[config.mk]
export PLATFORM = sky130hd
export DESIGN_NAME = pipe_stage_buf
export DESIGN_NICKNAME = d
export VERILOG_FILES = /design/src/rtl/pipe_stage_buf.sv
export SDC_FILE = /design/constraint.sdc
export NUM_CORES = 1
export LEC_CHECK = 0
export BUFFER_PORTS_ARGS = -buffer_cell sky130_fd_sc_hd__buf_2
export CAP_MARGIN = 20
export CORE_AREA = 2 2 122 124
export CTS_BUF_LIST = sky130_fd_sc_hd__clkbuf_16
export CTS_CLUSTER_DIAMETER = 30
export DETAILED_ROUTE_END_ITERATION = 12
export DIE_AREA = 0 0 124 126
export SLEW_MARGIN = 20
export SYNTH_ARGS = -nofsm -noshare
export SYNTH_HDL_FRONTEND = slang
export SYNTH_SLANG_ARGS = --single-unit
[constraint.sdc]
create_clock -name clk -period 1.58 [get_ports clk]
set_input_delay 0.158 -clock clk [delete_from_list [all_inputs] [get_ports clk]]
set_output_delay 0.158 -clock clk [all_outputs]
set_load 0.02 [all_outputs]
[src/rtl/pipe_stage_buf.sv]
// ============================================================================
// pipe_stage_buf : two-entry valid/ready pipeline stage (main + skid register)
// Optional statistics counters enabled by macro PIPE_STAGE_STATS_EN
// Revision 1.0 - initial release
// ============================================================================
`default_nettype none

module pipe_stage_buf #(
  parameter int unsigned DATA_W = 64,
  parameter int unsigned CNT_W  = 32
) (
  input  logic              clk,
  input  logic              rst,
  input  logic              flush,
  input  logic              up_valid,
  output logic              up_ready,
  input  logic [DATA_W-1:0] up_data,
  output logic              dn_valid,
  input  logic              dn_ready,
  output logic [DATA_W-1:0] dn_data
`ifdef PIPE_STAGE_STATS_EN
  ,
  output logic [CNT_W-1:0]  stall_cnt,
  output logic [CNT_W-1:0]  bubble_cnt
`endif
);

  typedef enum logic [1:0] {
    EMPTY = 2'd0,
    ONE   = 2'd1,
    FULL  = 2'd2
  } state_t;

  state_t            state_q, state_d;
  logic [DATA_W-1:0] main_q, main_d;
  logic [DATA_W-1:0] skid_q, skid_d;
  logic              up_fire;
  logic              dn_fire;

  if (DATA_W < 1 || CNT_W < 1) begin : g_param_check
    $error("pipe_stage_buf: DATA_W and CNT_W must be at least 1");
  end

  // Handshake outputs come from state only, so up_ready never sees dn_ready.
  assign dn_valid = (state_q != EMPTY);
  assign up_ready = (state_q != FULL);
  assign dn_data  = main_q;

  assign up_fire  = up_valid & up_ready;
  assign dn_fire  = dn_valid & dn_ready;

  always_comb begin
    state_d = state_q;
    main_d  = main_q;
    skid_d  = skid_q;
    if (flush) begin
      state_d = EMPTY;
      main_d  = '0;
      skid_d  = '0;
    end else begin
      unique case (state_q)
        EMPTY: begin
          if (up_fire) begin
            state_d = ONE;
            main_d  = up_data;
          end
        end
        ONE: begin
          if (up_fire && dn_fire) begin
            main_d = up_data;
          end else if (up_fire) begin
            state_d = FULL;
            skid_d  = up_data;
          end else if (dn_fire) begin
            state_d = EMPTY;
            main_d  = '0;
          end
        end
        FULL: begin
          if (dn_fire) begin
            state_d = ONE;
            main_d  = skid_q;
            skid_d  = '0;
          end
        end
        default: begin
          state_d = EMPTY;
          main_d  = '0;
          skid_d  = '0;
        end
      endcase
    end
  end

  always_ff @(posedge clk) begin
    if (rst) begin
      state_q <= EMPTY;
      main_q  <= '0;
      skid_q  <= '0;
    end else begin
      state_q <= state_d;
      main_q  <= main_d;
      skid_q  <= skid_d;
    end
  end

`ifdef PIPE_STAGE_STATS_EN
  logic [CNT_W-1:0] stall_cnt_q, stall_cnt_d;
  logic [CNT_W-1:0] bubble_cnt_q, bubble_cnt_d;

  // Counters saturate at all-ones; flush deliberately leaves them alone.
  always_comb begin
    stall_cnt_d  = stall_cnt_q;
    bubble_cnt_d = bubble_cnt_q;
    if (dn_valid && !dn_ready && (stall_cnt_q != '1)) begin
      stall_cnt_d = stall_cnt_q + CNT_W'(1);
    end
    if (!dn_valid && (bubble_cnt_q != '1)) begin
      bubble_cnt_d = bubble_cnt_q + CNT_W'(1);
    end
  end

  always_ff @(posedge clk) begin
    if (rst) begin
      stall_cnt_q  <= '0;
      bubble_cnt_q <= '0;
    end else begin
      stall_cnt_q  <= stall_cnt_d;
      bubble_cnt_q <= bubble_cnt_d;
    end
  end

  assign stall_cnt  = stall_cnt_q;
  assign bubble_cnt = bubble_cnt_q;
`else
`endif

endmodule

`default_nettype wire
Word level (Yosys, flattened, before mapping) --
Cells that the tools add are included.
Word-level totals: register bits after elaboration 130, input port bits 69, output and inout bits 66, logic and storage cells 37
Operators by class: equality and inequality tests 10, mux-type cells 14, bitwise operators 3, reductions and logical operators 7
Operators with widths (count):
- 64-bit two-way mux | 6
- 64-bit one-hot mux with 3 select lines | 2
- 4-bit AND reduction | 3
- 2-bit two-way mux | 5
- 2-bit != test, second input constant | 5
- 3-bit != test, second input constant | 3
- 2-bit one-hot mux with 3 select lines | 1
- 1-bit bitwise AND | 2
- 2-bit by 1-bit == test with 1-bit output, second input constant | 1
- 2-bit == test, second input constant | 1
- 2-bit logical NOT | 1
- 2-bit nonzero test | 1
- 2-bit OR reduction | 1
- 1-bit logical AND | 1
- 1-bit NOT | 1

Logic depth before layout (Yosys ltp) --
Gate-level depths: netlist of the first run.
depth after elaboration 6, gate-level depth with buffers 6, gate-level depth less buffers 3

Least setup slack after synthesis of the first run --
Ideal clock, no wire load.
path kind register to register, start point reg state_q[0], end point reg main_q[13], in the netlist dn_data[13], setup time 0.122 ns, data arrival time 1.490 ns, required time 1.458 ns, path slack -0.032 ns, stages on the path, launching flop included 6, buffers on the path 2, clock period less this slack 1.612 ns, cells stage by stage dfxtp_1 clkbuf_1 nand2b_1 clkbuf_1 nor3_1 a221o_1
Between the ends: word-level cells in the longest chain between the ends 5, elaborated cells on any way between the ends 15, those cells by class eq/ne (7); mux (2); bitwise (2); reduce/logical (4)
RTL lines:
- start: declaration | line 34 | state_t state_q, state_d;
- start signal: assignment | line 101 | state_q <= state_d;
- 2-bit != test (*) | line 46 | assign up_ready = (state_q != FULL);
- named net up_ready | line 16 | output logic up_ready,
- 1-bit bitwise AND (*) | line 49 | assign up_fire = up_valid & up_ready;
- 1-bit logical AND | line 69 | if (up_fire && dn_fire) begin
- 3-bit != test (no source line) or 64-bit two-way mux (tied branches)
- 4-bit AND reduction (no source line) or 64-bit one-hot mux with 3 select lines (tied branches)
- end signal: assignment | line 102 | main_q <= main_d;
- end: declaration | line 35 | logic [DATA_W-1:0] main_q, main_d;
Mark *: on every way through the listed nets, which the timed path passes. The rest lies on a longest branch. A chain may end at the register's enable or synchronous reset.

Worst setup path after layout of the first run --
start point reg state_q[1], end point reg main_q[50], in the netlist dn_data[50]
Between the ends: word-level cells in the longest chain between the ends 5, elaborated cells on any way between the ends 15, those cells by class eq/ne (7); mux (2); bitwise (2); reduce/logical (4)
RTL lines (line):
- 2-bit != test or 2-bit nonzero test (tied branches) | 46, 45
- 1-bit bitwise AND, on equally long branches | 49, 50
- 1-bit logical AND | 69
- 3-bit != test (no source line) or 64-bit two-way mux (tied branches)
- 4-bit AND reduction (no source line) or 64-bit one-hot mux with 3 select lines (tied branches)
Parallel ways exist; a longest one is shown, timed or not.

==> summary.txt, run 1 <==
Run status
  – Run status: finished, final reports clean

Worst setup path
  – Top delay family on crit path: simple AND/OR/NAND/NOR gates
  – Critical path arrival: ~1.9 ns
  – Max incr delay on CP: around 0.38 ns
  – Buf/Inv on CP: 1
  – CP Max Fanout: 18
  – Critical path, cell by cell: nor2b_1 -> nor3b_2 -> buf_4 -> a221o_1
  – Critical Path RT: about 1.9 ns
  – Flop2flop setup slack: between 0.02 and 0.03 ns
  – Setup Crit Path Kind: flop to flop
  – CP max stage cell: nor3b_2
  – Crit path launch type: flop
  – CP endpoint kind: flop

Routing
  – Vias post-DR: approximately 5,800
  – Met1 WL: approximately 7.8 mm
  – Drt pass-1 iters: 5
  – DR WL met2: 7.978 mm
  – Iter 0 DRT Violations: 598
  – DR vias/cell: ~5.6
  – Highest routed layer: met4
  – Remaining routing DRC violations: 0
  – Detail Route met3 WL: around 940 µm
  – Antenna Violating Nets Remaining: 0
  – WL per Instance: roughly 16 µm
  – Drt total wl: between 15 and 20 mm

Floorplan
  – Starting Density: 0.3941
  – Chip width: 124 µm
  – Die Y: 126 µm
  – Full die area: about 16,000 µm²
  – Row count: 44
  – IO Pins: around 140
  – Core area: 14,310 µm²

Timing
  – Slew Viols, Final: 0
  – Minimum clock period: approximately 1.6 ns
  – Fin. Hold Viols: 0
  – Period utilisation layout: 0.9816
  – Final number of setup-violating endpoints: 0
  – Relative slew slack: 0.6051
  – Clock Skew: around 0.0087 ns
  – Pin slew with the least headroom to its limit: between 0.5 and 0.6 ns
  – Unrepaired setup endpoints after global routing: yes
  – Fmax: 644.8 MHz

Global route
  – Vias in the first global route: about 5,700
  – Largest net degree at the start of global routing: 130
  – Grt ovf: 0
  – Initial antenna violation count: 0
  – GRT Total Usage: 0.2214
  – First-pass GRT wire length: about 28 mm

Yosys
  – Synth Warn #: 0
  – Count leader, synth: nand2_1
  – Cells after Synth: about 670
  – Synth top area share: 0.4613
  – Synthesized Nets: between 700 and 800
  – Post-Synthesis Cell Area: around 5600 µm²
  – Dominant cells by area after synthesis: dfxtp_1 46%, nand2_1 13%, a221o_1 11%, nand3b_1 8.5%, a31oi_1 7.1%
  – Synth top cells by count: 193 x nand2_1, 130 x dfxtp_1
  – #FFs+latches synth: between 100 and 150
  – Number of synthesized flops with an enable pin: 0
  – Yosys top cell by area: dfxtp_1
  – Synth Area per Inst: ~8.5 µm²
  – Synth cell types: 25
  – Sequential element share of the synthesized area: 0.4613
  – Main flop type after synthesis: dfxtp_1
  – Synth async-reset ratio: 0

Clocking
  – CTS Buf Count: 17
  – H-tree Lvls: 4
  – Clk_lat worst skew: roughly 0.42 ns
  – CTS root buf: clkbuf_16
  – CTS tree: done
  – Clk sinks: 130
  – Clock tree buffer depth: 2
  – Clock Pin Slew Worst Setup and Hold Paths: ~0.060 ns

Final layout
  – Final core utilization: 0.5417
  – Post-route cell area: between 7000 and 8000 µm²
  – Area Overhead vs Synth: 37.44%
  – Final #Nets: between 900 and 1,000
  – Layout cells sized above 1: 0.2359
  – Antenna diode count: 0

Power
  – LEAKAGE: 0.002825 µW
  – Share of total power in combinational logic: 0.106
  – Power Dens Cells: 989.6 nW/µm²
  – Seq pwr share: 0.443
  – Internal power: between 5000 and 6000 µW
  – Peak VDD IR: around 0.00067 V
  – Switching share of power: 0.2444
  – Switching Power: between 1500 and 2000 µW
  – Clk pwr share: 0.451

Min path
  – Worst Hold Class: primary input to flop

Placement
  – DP HPWL: between 9 and 10 mm
  – Post-Place Cell Area: 6533 µm²
  – RePlAce Congestion: ~0.80
  – PortBufs: around 130

Flow run
  – Max cap viols: 0
==> metrics by stage <==
step	worst slack (ns)	TNS (ns)	total power, µW	hold slack, ns	std cells
after CTS	0.01555	0	7708	0.0008549	1032
final	0.02911	0	7673	0.01850	1036
after global placement	0.1185	0	4130	0.3960	941
after detailed placement	0.07797	0	4143	0.4031	941
after floorplan	0.04809	0	3838	0.2973	667
after global routing	-0.009473	-0.03648	7957	0.006687	1036
==> worst paths after layout <==
kind / to / startpoint / cells past startpoint
setup / recovery: dn_data[50] / state_q[1] / 4
setup reg to reg: dn_data[50] / state_q[1] / 4
hold / removal: dn_data[50] / up_data[50] / 2
hold reg to reg: dn_data[46] / dn_data[46] / 1
==> metal layers <==
| layer | global-route usage | up-vias |
|---|---|---|
| met2 | 0.3426 | 184 |
| met5 | 0 | - |
| met3 | 0.06159 | 28 |
| met4 | 0.09055 | 0 |
| met1 | 0.2900 | 2831 |
| li1 | - | 2773 |
==> sequential cells by signal, indices dropped and copies added (netlist names) <==
register and cells:
state_q 2, dn_data 64, skid_q 64
==> power groups by stage <==
stage | sequential, µW | clock [µW] | combinational [µW]
finish | 3400 | 3460 | 814
CTS | 3400 | 3510 | 798
detailed placement | 3470 | 0 | 677
global placement | 3460 | 0 | 666
global route | 3400 | 3670 | 878
floorplan | 3530 | 0 | 312
==> cell type report <==
cell class	count	area [µm²]
clock inverter	13	83.83
timing repair buffer	226	1662
multi-input combinational	466	2745
clock buffer	17	425.4
fill	1320	6560
sequential	130	2608
tap	184	230.2
==> repair_timing <==
action / 4_1_cts / 5_1_grt
setup buffers: 2 / 2
hold buffers: 59 / 1
gates cloned: 0 / 1
hold endpoints to repair: 63 / 1
gates resized for setup: 12 / 4
setup endpoints to repair: 2 / 7
pin swaps: 1 / 0
==> cells by family after synthesis <==
family          after synthesis  synth area share
buf+inv                      71           0.05966
mux                           2          0.003770
simple gates                332            0.2839
flops                       130            0.4613
compound gates              132            0.1914
==> cells in the final DEF, fill, tap and decap left out, types with 2 or more instances in the layout <==
cell type and n:
nand2_1 193, buf_2 132, dfxtp_1 128, nor3_1 64
a221o_1 64, nand3b_1 64, a31oi_1 64, dlygate4sd3_1 60
buf_4 20, clkbuf_16 18, buf_12 9, inv_1 5
clkinv_2 4, buf_6 4, or2_4 2, nor2b_1 2
a21oi_1 2, clkinv_1 2
Power figures use the tool's default switching activity.
==> run 2: changes to the inputs <==
--- a/config.mk
+++ b/config.mk
@@ -12,6 +12,7 @@
 export CTS_CLUSTER_DIAMETER = 30
 export DETAILED_ROUTE_END_ITERATION = 12
 export DIE_AREA = 0 0 124 126
+export REMOVE_ABC_BUFFERS = 1
 export SLEW_MARGIN = 20
 export SYNTH_ARGS = -nofsm -noshare
 export SYNTH_HDL_FRONTEND = slang
==> run 2 against run 1 <==
Net effect:
- via count shrank 0.48%
- die area is the same
- routed wire length grew 1.5%
- global-route usage grew 0.085 points
- final cell count is the same
- clock skew shrank 0.0017 ns
- worst hold slack gained 0.0031 ns
- sequential power is essentially flat
- register-to-register slack gained 0.03 ns
- clock-buffer cell count is the same
- critical path type is now flop to output pin
- highest routed layer unchanged
==> summary.txt, run 2 (synthesis results as in run 1) <==
Worst setup path
  – Reg-to-Reg End: dn_data[55]
  – Worst R2R Start: state_q[0]
  – Critical Path RT: 1.42 ns (-0.52 ns)
  – Crit path launch type: flop
  – CP Launch Point: state_q[1]
  – Setup Crit Path Kind: flop to output pin
  – Reg2reg path depth: 5 (+1)
  – Critical path arrival: 1.37 ns (-0.54 ns)
  – Flop2flop setup slack: 0.06 ns (+0.03 ns)
  – CP Max Fanout: 6 (-12)
  – Critical Path End: dn_valid
  – CP endpoint kind: output pin

Final layout
  – Post-route cell area: 7906 µm² (+2.0%)
  – Most common cell after layout, fill and taps aside: nand2_1
  – Post-Layout Cell Count: 1,036 (unchanged)
  – Layout cells sized above 1: 0.2409 (+0.004978)
  – Most frequent cells in the layout: 193 x nand2_1, 133 x buf_2, 128 x dfxtp_1
  – Final-layout fill cell count: 1,301 (-1.4%)
  – Final core utilization: 0.5524 (+0.01066)
  – Area Overhead vs Synth: 40.14%
  – Final #Nets: 907 (-0.33%)

Clocking
  – Clock tree buffer depth: 2 (unchanged)
  – H-tree Lvls: 4 (unchanged)
  – Clock Pin Slew Worst Setup and Hold Paths: 0.06 ns (about the same)
  – CTS tree: done
  – CTS root buf: clkbuf_16
  – Clk_lat worst skew: 0.42 ns (about the same)
  – Clk sinks: 130 (unchanged)
  – CTS Buf Count: 17 (unchanged)

Floorplan
  – Full die area: 15,620 µm² (unchanged)
  – Core area: 14,310 µm² (unchanged)
  – IO Pins: 135 (unchanged)
  – Starting Density: 0.3941 (unchanged)
  – Die Y: 126 µm (unchanged)
  – Row count: 44 (unchanged)
  – Chip width: 124 µm (unchanged)

Power
  – LEAKAGE: 0.002873 µW (+1.7%)
  – Peak VDD IR: 0.0007321 V (+9.4%)
  – Switching share of power: 0.2398 (-0.004605)
  – Power Dens Cells: 1055 nW/µm² (+6.6%)
  – Seq pwr share: 0.407 (-0.036)
  – Internal power: 6342 µW (+9.4%)
  – Share of total power in combinational logic: 0.098 (-0.008)
  – Clk pwr share: 0.495 (+0.044)
  – Switching Power: 2000 µW (+6.7%)

Min path
  – Worst Hold Class: primary input to flop

Global route
  – GRT Total Usage: 0.2223 (+0.0008544)
  – Grt ovf: 0 (unchanged)
  – Initial antenna violation count: 1 (+1)
  – Vias in the first global route: 5,638 (-1.5%)
  – Largest net degree at the start of global routing: 100 (-23%)
  – First-pass GRT wire length: 27.85 mm (+0.63%)

Timing
  – Final worst slack: 0.04872 ns (+0.01960 ns)
  – Clock Skew: 0.006990 ns (-0.001741 ns)
  – Total negative slack: 0 ns (unchanged)
  – Relative slew slack: 0.5114 (-0.09369)
  – Fin. Hold Viols: 0 (unchanged)
  – Minimum clock period: 1.531 ns (-0.01960 ns)
  – Final number of setup-violating endpoints: 0 (unchanged)
  – Fmax: 653.0 MHz (+1.3%)
  – Slew Viols, Final: 0 (unchanged)
  – Pin slew with the least headroom to its limit: 0.7329 ns (+0.1405 ns)
  – Period utilisation layout: 0.9692 (-0.01241)

Routing
  – Remaining routing DRC violations: 0 (unchanged)
  – Drt pass-1 iters: 7 (+2)
  – Drt total wl: 17.31 mm (+1.5%)
  – Antenna Violating Nets Remaining: 0 (unchanged)
  – Vias post-DR: 5,788 (-0.48%)
  – WL per Instance: 16.71 µm (+1.5%)
  – DR vias/cell: 5.587 (-0.48%)
  – Iter 0 DRT Violations: 497 (-17%)

Placement
  – RePlAce Congestion: 0.7741 (-3.2%)
  – Placed Cells: 935 (-0.64%)
  – PortBufs: 134 (unchanged)
  – Setup slack at placement: 0.008038 ns (-0.06993 ns)
  – Post-Place Cell Area: 6513 µm² (-0.31%)
  – DP HPWL: 9.663 mm (-3.2%)

Run status
  – Run status: finished, final reports clean

Flow run
  – Max cap viols: 0 (unchanged)
[run 2: critical path, cell delays in order, from the launching register on]
cell     delay (ns)
dfxtp_2        0.32
buf_6          0.14
buf_8          0.11
or2_4          0.25
buf_6          0.13
[run 2: layer usage]
layer  GRT usage  wire length, µm
met1      0.2998             7870
met2      0.3429             7972
met3     0.04167             1071
met5           0                0
met4      0.1018              393
[run 2: area by class of cell]
cell class	count	area [µm²]	share of cell area
multi-input combinational	466	2756	0.3486
sequential	130	2605	0.3295
timing repair buffer	223	1697	0.2146
clock buffer	17	425.4	0.05381
tap	184	230.2	0.02912
clock inverter	15	190.2	0.02405
antenna	1	2.502	0.0003165
[run 2: power groups by stage]
stage / logic, µW / clock network (µW) / registers, µW
floorplan: 246 / 0 / 3530
global placement: 660 / 0 / 3460
detailed placement: 671 / 0 / 3460
CTS: 798 / 4160 / 3400
global route: 878 / 4320 / 3400
finish: 817 / 4130 / 3400
[run 2: worst min path at each step]
stage / startpoint / to / cells after the start
after floorplan: up_data[0] / dn_data[0] / 1
after global placement: up_data[7] / dn_data[7] / 2
after detailed placement: up_data[2] / dn_data[2] / 2
after CTS: up_data[12] / dn_data[12] / 2
after global routing: up_data[58] / dn_data[58] / 2
final: up_data[58] / dn_data[58] / 2
[run 2: per-stage QoR]
stage	hold WS [ns]	total power [µW]
after floorplan	0.2973	3777
after global placement	0.4003	4123
after detailed placement	0.4003	4136
after CTS	0.0008358	8357
after global routing	0.007424	8601
final	0.02160	8342
[run 2: repair_timing]
action | in CTS | in global routing
resized for setup | 8 | 5
setup buffers | 1 | 3
pin swaps | 0 | 0
cloned | 2 | 1
hold buffers | 61 | 0
hold endpoints to repair | 64 | 0
endpoints found under the setup margin | 19 | 83
==> run 3: changes to the inputs <==
--- a/config.mk
+++ b/config.mk
@@ -5,7 +5,7 @@
 export SDC_FILE = /design/constraint.sdc
 export NUM_CORES = 1
 export LEC_CHECK = 0
-export BUFFER_PORTS_ARGS = -buffer_cell sky130_fd_sc_hd__buf_2
+export BUFFER_PORTS_ARGS = -buffer_cell sky130_fd_sc_hd__clkbuf_2
 export CAP_MARGIN = 20
 export CORE_AREA = 2 2 122 124
 export CTS_BUF_LIST = sky130_fd_sc_hd__clkbuf_16
==> run 3 against run 2 <==
Net effect:
- clock skew down 0.0014 ns
- worst hold slack worse by 0.015 ns
- maximum frequency down 1.2%
- critical path depth up 1
- sequential share of layout area about the same
- combinational power up 3.2%
- total power down 4.4%
- via count up 0.33%
- setup slack worse by 0.019 ns
- sequential power about the same
- utilization about the same
- critical endpoint is now dn_data[19]
==> summary.txt, run 3 (synthesis results as in run 1) <==
Global route
  – Grt ovf: 0 (unchanged)
  – GRT Total Usage: 0.2182 (-0.004014)
  – Largest net degree at the start of global routing: 130 (+30%)
  – First-pass GRT wire length: 27.23 mm (-2.2%)
  – Vias in the first global route: 5,655 (+0.30%)
  – Initial antenna violation count: 0 (-1)

Timing
  – Period utilisation layout: 0.9809 (+0.01172)
  – Unrepaired setup endpoints after global routing: yes
  – Pin slew with the least headroom to its limit: 0.5990 ns (-0.1340 ns)
  – Final number of setup-violating endpoints: 0 (unchanged)
  – Fmax: 645.2 MHz (-1.2%)
  – Relative slew slack: 0.6007 (+0.08930)
  – Total negative slack: 0 ns (unchanged)
  – Hold slack: 0.006465 ns (-0.01513 ns)
  – Clock Skew: 0.005543 ns (-0.001447 ns)
  – Slew Viols, Final: 0 (unchanged)
  – Fin. Hold Viols: 0 (unchanged)
  – Minimum clock period: 1.550 ns (+0.01852 ns)

Floorplan
  – Die Y: 126 µm (unchanged)
  – IO Pins: 135 (unchanged)
  – Full die area: 15,620 µm² (unchanged)
  – Row count: 44 (unchanged)
  – Chip width: 124 µm (unchanged)
  – Starting Density: 0.3941 (unchanged)
  – Core area: 14,310 µm² (unchanged)

Clocking
  – CTS tree: done
  – CTS root buf: clkbuf_16
  – CTS Buf Count: 17 (unchanged)
  – Clock Pin Slew Worst Setup and Hold Paths: 0.06 ns (about the same)
  – Clock tree buffer depth: 2 (unchanged)
  – H-tree Lvls: 4 (unchanged)
  – Clk sinks: 130 (unchanged)
  – Clk_lat worst skew: 0.42 ns (about the same)

Power
  – Overall Power: 7975 µW (-4.4%)
  – Peak VDD IR: 0.0008067 V (+10%)
  – LEAKAGE: 0.002827 µW (-1.6%)
  – Power Dens Cells: 1009 nW/µm² (-4.4%)

Worst setup path
  – CP Max Fanout: 9 (+3)
  – CP endpoint kind: flop
  – Crit path launch type: flop
  – Max incr delay on CP: 0.41 ns (+0.09 ns)
  – Critical path, cell by cell: or3_4 -> o22ai_4 -> buf_4 -> buf_6 -> a221o_1
  – Flop2flop setup slack: 0.03 ns (-0.03 ns)
  – Setup Crit Path Kind: flop to flop
  – Top delay family on crit path: simple AND/OR/NAND/NOR gates
  – WP depth: 5 (+1)
  – Buf/Inv on CP: 2 (-1)
  – Critical path arrival: 1.91 ns (+0.54 ns)
  – Critical Path RT: 1.94 ns (+0.52 ns)
  – Worst R2R Start: state_q[1]
  – Reg2reg path depth: 5 (unchanged)
  – Reg-to-Reg End: dn_data[19]
  – CP max stage cell: or3_4

Routing
  – WL per Instance: 17.02 µm (+1.9%)
  – Antenna Violating Nets Remaining: 0 (unchanged)
  – Vias post-DR: 5,807 (+0.33%)
  – Iter 0 DRT Violations: 470 (-5.4%)
  – Drt total wl: 17.66 mm (+2.1%)
  – Drt pass-1 iters: 5 (-2)
  – Remaining routing DRC violations: 0 (unchanged)
  – DR vias/cell: 5.594 (+0.13%)

Final layout
  – Area Overhead vs Synth: 40.10% (about the same)
  – Final #Nets: 910 (+0.33%)
  – Final-layout fill cell count: 1,314 (+1.0%)
  – Most common cell after layout, fill and taps aside: nand2_1
  – Final core utilization: 0.5522 (about the same)
  – Layout cells sized above 1: 0.2412 (+0.0003247)
  – Most frequent cells in the layout: 193 x nand2_1, 133 x clkbuf_2, 128 x dfxtp_1
  – Antenna diode count: 0 (-1)

Run status
  – Run status: finished, final reports clean

Placement
  – DP HPWL: 9.818 mm (+1.6%)
  – PortBufs: 134 (unchanged)
  – RePlAce Congestion: 0.7908 (+2.2%)

Min path
  – Worst Hold End: dn_data[49]
  – Hold Path Origin: up_data[49]
  – Worst Hold Class: primary input to flop
  – Hold depth: 2 (unchanged)

Flow run
  – Max cap viols: 0 (unchanged)
## run 3: worst max path at each step
stage	startpoint	endpoint	slack [ns]
floorplan	rst	dn_data[0]	-5.97
global placement	dn_ready	dn_data[38]	0.05
detailed placement	state_q[0]	dn_data[52]	0.03
CTS	state_q[0]	up_ready	0.005
global route	state_q[1]	dn_data[20]	-0.03
finish	state_q[1]	dn_data[19]	0.03
## run 3: report_power, final
group / leakage (µW) / internal [µW] / switching, µW
registers: 0.00105 / 3350 / 47.1
logic: 0.00151 / 377 / 467
clock network: 0.000265 / 2270 / 1460
## run 3: timing repair
action,CTS,global route
hold endpoints to repair,102,0
pin swaps,0,1
hold buffers,59,0
setup buffers,1,5
endpoints found under the setup margin,2,93
cloned,1,5
gates resized for setup,8,4
## run 3: area by class of cell
class,count,area (µm²),share of cell area
multi-input cells,466,2759,0.3491
flip-flops and latches,130,2608,0.3299
repair buffers,226,1755,0.2221
clock buffers,17,425.4,0.05382
well taps,184,230.2,0.02913
clock inverters,15,126.4,0.01599
## run 3: metal layers
metal,GRT usage,routed length (µm),vias up
met1,0.2693,7802,2791
li1,-,-,2776
met5,0,0,-
met4,0.09584,369,0
met3,0.04801,982,27
met2,0.3626,8508,213
## run 3: worst reg2reg max path, delay by kind of cell (launching register included)
family,cells,cell delay (ns)
buf+inv,2,0.36
compound gates,2,0.35
simple gates,1,0.41
flops,1,0.38
## run 3: metrics by stage
stage	cell area [µm²]	std cells	setup WS [ns]
floorplan	5305	596	-5.973
detailed placement	6525	935	0.02532
global placement	6525	935	0.05358
finish	7904	1038	0.03019
global route	7904	1038	-0.02848
CTS	7735	1028	0.005323
